[src/rtl/mem_arbiter_pkg.sv]
// Shared definitions for the memory arbiter: FSM state encoding, requester
// identity, RISC-V funct3 width codes and the byte-count constants.
package mem_arbiter_pkg;

   typedef enum logic [1:0] {
      IDLE = 2'd0,
      XFER = 2'd1,
      LAST = 2'd2,
      DONE = 2'd3
   } arb_state_t;

   typedef enum logic {
      OWN_IF = 1'b0,
      OWN_MA = 1'b1
   } owner_t;

   // funct3 width codes of the load/store port
   localparam logic [2:0] F3_B  = 3'b000;
   localparam logic [2:0] F3_H  = 3'b001;
   localparam logic [2:0] F3_W  = 3'b010;
   localparam logic [2:0] F3_BU = 3'b100;
   localparam logic [2:0] F3_HU = 3'b101;

   // number of RAM bytes moved by one transaction
   localparam logic [2:0] NB_BYTE = 3'd1;
   localparam logic [2:0] NB_HALF = 3'd2;
   localparam logic [2:0] NB_WORD = 3'd4;

   // Reserved funct3 codes move a full word.
   function automatic logic [2:0] byte_count(input logic [2:0] width);
      case (width)
         F3_B, F3_BU: return NB_BYTE;
         F3_H, F3_HU: return NB_HALF;
         default:     return NB_WORD;
      endcase
   endfunction

endpackage

[src/rtl/mem_load_ext.sv]
// Load result formatting: takes the little-endian byte buffer gathered from
// RAM and sign/zero-extends it according to the funct3 width code.
module mem_load_ext
   import mem_arbiter_pkg::*;
(
   input  logic [2:0]  width,
   input  logic [31:0] raw,
   output logic [31:0] data
);

   // Select byte/half/word and extend; reserved codes pass the full word.
   always_comb begin
      data = raw;
      case (width)
         F3_B:    data = {{24{raw[7]}}, raw[7:0]};
         F3_BU:   data = {24'h000000, raw[7:0]};
         F3_H:    data = {{16{raw[15]}}, raw[15:0]};
         F3_HU:   data = {16'h0000, raw[15:0]};
         default: data = raw;
      endcase
   end

endmodule

[src/rtl/mem_arbiter.sv]
// Byte-serial memory arbiter between an instruction-fetch port (IF) and a
// load/store port (MA) sharing one 8-bit RAM with one-cycle read latency.
// Optional feature: define MEM_ARB_RR_EN for round-robin arbitration on
// simultaneous requests; otherwise MA has fixed priority over IF.
//
// Request/done handshake: a requester raises its req (if_req, ma_re/ma_we)
// with stable address/data and holds it until its done pulse; done is high
// for exactly one enabled cycle, read data is valid only in that cycle, and
// the requester drops req at the clock edge that ends the done cycle.
module mem_arbiter
   import mem_arbiter_pkg::*;
(
   input  logic        clk,
   input  logic        rst,
   input  logic        rdy,
   input  logic        if_req,
   input  logic [31:0] if_addr,
   output logic        if_done,
   output logic [31:0] if_rdata,
   input  logic        ma_re,
   input  logic        ma_we,
   input  logic [2:0]  ma_width,
   input  logic [31:0] ma_addr,
   input  logic [31:0] ma_wdata,
   output logic        ma_done,
   output logic [31:0] ma_rdata,
   output logic [31:0] mem_a,
   output logic        mem_wr,
   output logic [7:0]  mem_dout,
   input  logic [7:0]  mem_din,
   output arb_state_t  dbg_state
);

   arb_state_t  state_q, state_d;
   owner_t      owner_q;
   logic        is_wr_q;
   logic [2:0]  width_q;
   logic [2:0]  nbytes_q;
   logic [1:0]  cnt_q;
   logic [31:0] wdata_q;
   logic [31:0] rbuf_q;
   logic [31:0] mem_a_q;
   logic [7:0]  din_hold_q;
   logic        rdy_q;

   logic        ma_req;
   logic        any_req;
   logic        grant_ma;
   logic        last_byte;
   logic [1:0]  cap_idx;
   logic [7:0]  din_cur;
   logic [31:0] ext_data;

   assign ma_req    = ma_re | ma_we;
   assign any_req   = ma_req | if_req;
   assign last_byte = (({1'b0, cnt_q} + 3'd1) == nbytes_q);
   // byte k-1 arrives during XFER cycle k; the final byte arrives in LAST
   assign cap_idx   = (state_q == LAST) ? cnt_q : (cnt_q - 2'd1);
   // after a freeze the RAM output has moved on; use the byte saved on entry
   assign din_cur   = rdy_q ? mem_din : din_hold_q;

`ifdef MEM_ARB_RR_EN
   logic prio_ma_q;

   // Round-robin pointer: the requester not served last wins a collision.
   always_ff @(posedge clk) begin
      if (rst) begin
         prio_ma_q <= 1'b1;
      end else if (rdy && (state_q == DONE)) begin
         prio_ma_q <= (owner_q == OWN_IF);
      end
   end

   assign grant_ma = ma_req & (~if_req | prio_ma_q);
`else
   assign grant_ma = ma_req;
`endif

   // FSM state register; rdy low freezes it.
   always_ff @(posedge clk) begin
      if (rst) begin
         state_q <= IDLE;
      end else if (rdy) begin
         state_q <= state_d;
      end
   end

   // Next-state: one outstanding transaction, reads take an extra LAST cycle.
   always_comb begin
      state_d = state_q;
      case (state_q)
         IDLE:    if (any_req) state_d = XFER;
         XFER:    if (last_byte) state_d = is_wr_q ? DONE : LAST;
         LAST:    state_d = DONE;
         DONE:    state_d = IDLE;
         default: state_d = IDLE;
      endcase
   end

   // Transaction latch, byte counter, RAM address and read-byte assembly.
   always_ff @(posedge clk) begin
      if (rst) begin
         owner_q  <= OWN_MA;
         is_wr_q  <= 1'b0;
         width_q  <= F3_W;
         nbytes_q <= NB_WORD;
         cnt_q    <= 2'd0;
         wdata_q  <= 32'h0;
         rbuf_q   <= 32'h0;
         mem_a_q  <= 32'h0;
      end else if (rdy) begin
         case (state_q)
            IDLE: begin
               if (any_req) begin
                  owner_q  <= grant_ma ? OWN_MA : OWN_IF;
                  is_wr_q  <= grant_ma & ma_we;
                  width_q  <= grant_ma ? ma_width : F3_W;
                  nbytes_q <= grant_ma ? byte_count(ma_width) : NB_WORD;
                  wdata_q  <= ma_wdata;
                  mem_a_q  <= grant_ma ? ma_addr : if_addr;
                  cnt_q    <= 2'd0;
                  rbuf_q   <= 32'h0;
               end
            end
            XFER: begin
               if (cnt_q != 2'd0) begin
                  rbuf_q[{cap_idx, 3'b000} +: 8] <= din_cur;
               end
               if (!last_byte) begin
                  cnt_q   <= cnt_q + 2'd1;
                  mem_a_q <= mem_a_q + 32'd1;
               end
            end
            LAST: begin
               rbuf_q[{cap_idx, 3'b000} +: 8] <= din_cur;
            end
            default: begin
            end
         endcase
      end
   end

   // Save the RAM byte seen in the first frozen cycle so it survives the freeze.
   always_ff @(posedge clk) begin
      if (rst) begin
         rdy_q      <= 1'b1;
         din_hold_q <= 8'h00;
      end else begin
         rdy_q <= rdy;
         if (!rdy && rdy_q) begin
            din_hold_q <= mem_din;
         end
      end
   end

   mem_load_ext u_load_ext (
      .width (width_q),
      .raw   (rbuf_q),
      .data  (ext_data)
   );

   assign dbg_state = state_q;
   assign if_done   = rdy && (state_q == DONE) && (owner_q == OWN_IF);
   assign ma_done   = rdy && (state_q == DONE) && (owner_q == OWN_MA);
   assign if_rdata  = ((state_q == DONE) && (owner_q == OWN_IF)) ? rbuf_q : 32'h0;
   assign ma_rdata  = ((state_q == DONE) && (owner_q == OWN_MA)) ? ext_data : 32'h0;
   assign mem_a     = mem_a_q;
   assign mem_wr    = rdy && (state_q == XFER) && is_wr_q;
   assign mem_dout  = ((state_q == XFER) && is_wr_q) ? wdata_q[{cnt_q, 3'b000} +: 8] : 8'h00;

endmodule

[config.mk]
export PLATFORM = sky130hd
export DESIGN_NAME = mem_arbiter
export DESIGN_NICKNAME = d
export VERILOG_FILES = /design/src/rtl/mem_arbiter_pkg.sv /design/src/rtl/mem_load_ext.sv /design/src/rtl/mem_arbiter.sv
export SDC_FILE = /design/constraint.sdc
export NUM_CORES = 1
export LEC_CHECK = 0
export ABC_AREA = 1
export CORE_UTILIZATION = 52
export DETAILED_ROUTE_END_ITERATION = 8
export PLACE_DENSITY = 0.84
export SETUP_SLACK_MARGIN = 0.02
export SLEW_MARGIN = 20
export SYNTH_ARGS = -nofsm -noshare
export SYNTH_HDL_FRONTEND = slang
export SYNTH_HIERARCHICAL = 1
export SYNTH_SLANG_ARGS = --single-unit
[constraint.sdc]
create_clock -name clk -period 3.4 [get_ports clk]
set_input_delay 0.68 -clock clk [delete_from_list [all_inputs] [get_ports clk]]
set_output_delay 0.68 -clock clk [all_outputs]
set_load 0.02 [all_outputs]
==> impl_metrics.toml, run 1 <==
[outcome]
status = "completed"

[grt]
met3_usage_pct = 7.68
grt_overflow = 0
grt_max_degree = 57
use_met1_pct = 36.9
grt_usage_pct = 30.2
busiest_layer = "met2"
use_met2_pct = 51.0
antenna_found_initial = 0
grt_pass1_wl_um = 35300
grt_pass1_vias = 7435

[critical_path]
r2r_start = "cnt_q[0]$_SDFFE_PP0P_"
critPathBufInv = 2
path_class = "reg2out"
reg2regPathDepth = 8
rrSetupSlack_ns = 0.71
crit_fanout = 18
path_cells = "inv_2, a21oi_1, o21ai_0, a21oi_1, clkdlybuf4s50_1"
worstPathRequired_ns = 2.72
path_delay_family = "buffers and inverters"
slowest_stage = "clkdlybuf4s50_1"
crit_path_max_incr_delay_ns = 0.64
cp-end-kind = "primary output"
r2r-end = "rbuf_q[20]$_SDFFE_PP0P_"
arrival_ns = 2.40
path_depth = 5
critPathLaunchType = "flip-flop"
worst_path_most_repeated_cell = "a21oi_1"

[die]
die_h_um = 122
num_io_pins = 222
die_w_um = 122
dieArea_um2 = 14800
rows = 43
initial_core_util_pct = 53.3
core_area_um2 = 13900

[timing]
fmax_mhz = 325
tns_ns = 0
hold_viol_final = 0
tightest_slew_ns = 1.10
min_period_ns = 3.08
fin_ws_ns = 0.320
relSlewSlack_pct = 26.5
report.final.slew_viol_count = 0
rsz0062_at_grt = "no"
holdWs_ns = 0.455
finClkSkew_ns = 0.00493
setup_viol = 0
period_share_pct = 90.6

[routing]
drcViolationCount = 0
drt-initial-drc-count = 620
vias_per_cell = 5.11
vias = 8396
drt_wl_total_um = 22100
wl_per_cell_um = 13.4
drtAntennaViolNets = 0
drtPass1Iterations = 6

[worst_hold_path]
hold_end = "wdata_q[11]$_SDFFE_PP0P_"
hp-start = "wdata_q[11]$_SDFFE_PP0P_"
hold_path_class = "reg2reg"
whs_path_depth = 2

[cells_and_area]
diodes = 0
n_fill_cell = 1176
post-route-cell-area_um2 = 10200
final_nets = 1574
synthToLayoutAreaGrowth_pct = 37.8
layout-drive-gt1-share_pct = 4.58
fin_util_pct = 73.5

[placement]
pre_cts_ws_ns = 0.515
place_area_um2 = 9590
place_hpwl_um = 15500
routabilityCongestion = 0.922
numPortBuffers = 221

[synth]
synth_top_area_share_pct = 31.5
ys_ff_latch = 117
syn-num-nets = 1392
yosys.area.top_type = "dfxtp_1"
netlist_instances = 1268
synth_area_um2 = 7430
synth_top_family_by_area = "simple AND/OR/NAND/NOR gates"
synth_compound_area_share_pct = 16.4
synth_seq_area_share_pct = 31.5
ys_top_cells_by_area = "dfxtp_1, nand2_1, nor2_1"
synthSimpleGateAreaFrac_pct = 36.3
avgSynthCellArea_um2 = 5.86
synth_xor_area_share_pct = 0.455
synthAdderAreaFrac_pct = 1.85
yosysWarningCount = 6
synthMuxAreaShare_pct = 0
synth.distinct_cells = 34

[run]
drv_cap = 0

[cts]
clockBufferDepth = 2
cts.clk_slew.worst_paths_ns = 0.06
post_cts_resized = 0
clock-root-buffer = "clkbuf_16"
post_cts_buffers = 0
clock_sinks = 117
ctsHoldBuffers = 0
cts_tree = "yes"
h-tree-depth = 4
numCtsBuffers = 17
insertion_delay_ns = 0.42

[pwr]
vdd_drop_max_mv = 0.353
powerDensity_nw_per_um2 = 593
p_leak_nw = 4.26
==> cell families after synthesis <==
logic type / after synthesis
DFF: 117
xor gates and xnor gates: 3
adders and majority gates: 11
AOI/OAI and AO/OA: 233
and+or+nand+nor: 671
buffers and inverters: 233
==> flip-flops by register name, indices dropped and copies added (netlist names) <==
register    cells
dbg_state       2
rbuf_q         32
nbytes_q        3
width_q         3
wdata_q        32
mem_a          32
is_wr_q         1
din_hold_q      8
owner_q         1
rdy_q           1
cnt_q           2
==> per-stage QoR <==
| step | power, mW | instances |
|---|---|---|
| 3_3_place_gp | 4.07 | 1611 |
| 2_1_floorplan | 3.47 | 1268 |
| 6_report | 6.07 | 1643 |
| 4_1_cts | 6.06 | 1643 |
| 5_1_grt | 6.46 | 1643 |
| 3_5_place_dp | 4.11 | 1611 |
==> where the power goes <==
| group | leakage, nW | switching, mW | internal (mW) |
|---|---|---|---|
| sequential | 0.965 | 0.268 | 1.66 |
| clock | 0.302 | 0.675 | 1.26 |
| combinational | 2.99 | 1.37 | 0.847 |
| total | 4.26 | 2.31 | 3.76 |
==> worst max path at each step <==
stage | slack (ns) | end | from
6_report | 0.32 | mem_dout[1] | cnt_q[0]$_SDFFE_PP0P_
5_1_grt | 0.17 | mem_dout[2] | cnt_q[0]$_SDFFE_PP0P_
4_1_cts | 0.16 | mem_dout[6] | cnt_q[1]$_SDFFE_PP0P_
3_5_place_dp | 0.52 | mem_wr | rdy
3_3_place_gp | 0.54 | mem_wr | rdy
2_1_floorplan | 1.18 | mem_dout[0] | dbg_state[0]$_SDFFE_PP0P_
==> cells in the mapped netlist <==
master and number:
o21ai_1 5, o21ai_0 102, o21a_2 1, nand3_4 2, o211ai_1 1, a21oi_4 1, a211oi_1 8, o21a_1 1
inv_2 3, ha_1 11, nor3_1 3, xnor2_2 1, clkinv_1 2, o21ai_2 2, nor2_1 268, nor2_4 2
buf_6 9, nand3_1 70, nand2_2 2, nand4_1 3, buf_4 11, inv_1 158, xor2_1 2, o22ai_1 2
nand2_4 2, nand2_1 314, clkbuf_1 33, a21oi_1 110, dfxtp_1 117, and2_1 1, buf_2 13, nand3_2 2
nor2_2 2, buf_1 4
==> final cells by class <==
type	instances	area, um^2	area share (%)
multi-input cells	918	4090	40.0
flip-flops and latches	117	2340	22.9
repair buffers	233	2320	22.7
inverters	163	616	6.01
clock buffers	19	443	4.33
well taps	180	225	2.20
clock inverters	13	198	1.93
==> routing by layer <==
metal / share of wire [%] / up-vias / wire, um
met5: 0 / - / 0
met4: 2.4 / 0 / 538
met3: 6.9 / 43 / 1540
met2: 48 / 314 / 10600
met1: 43 / 3733 / 9400
li1: - / 4306 / -
==> layout by cell type, fill, tap and decap left out, drive strengths merged <==
| cell | netlist | routed |
|---|---|---|
| nand2 | 318 | 318 |
| nor2 | 272 | 272 |
| clkdlybuf4s50 | 0 | 220 |
| inv | 161 | 162 |
| dfxtp | 117 | 117 |
| a21oi | 111 | 111 |
| o21ai | 109 | 109 |
| nand3 | 74 | 74 |
| clkbuf | 33 | 19 |
| buf | 37 | 13 |
| ha | 11 | 11 |
| a211oi | 8 | 8 |
| clkinv | 2 | 6 |
| clkinvlp | 0 | 4 |
| bufinv | 0 | 4 |
| nand4 | 3 | 3 |
| nor3 | 3 | 3 |
| o22ai | 2 | 2 |
| xor2 | 2 | 2 |
| o21a | 2 | 2 |
| xnor2 | 1 | 1 |
| o211ai | 1 | 1 |
| and2 | 1 | 1 |
==> worst register-to-register path, delay by kind of cell, from the launching register on <==
kind / cells / cell delay, ns
compound gates: 2 / 0.37
flops: 1 / 0.59
fa+ha+maj: 2 / 0.70
buf+inv: 1 / 0.24
simple gates: 3 / 0.72
No activity file was read; power rests on OpenSTA's default activity.
==> inputs of run 2 (changes only) <==
- SLEW_MARGIN: 20 -> 15
==> results of run 2 <==
No change in the layout: final DEF, timing and power equal those of run 1.
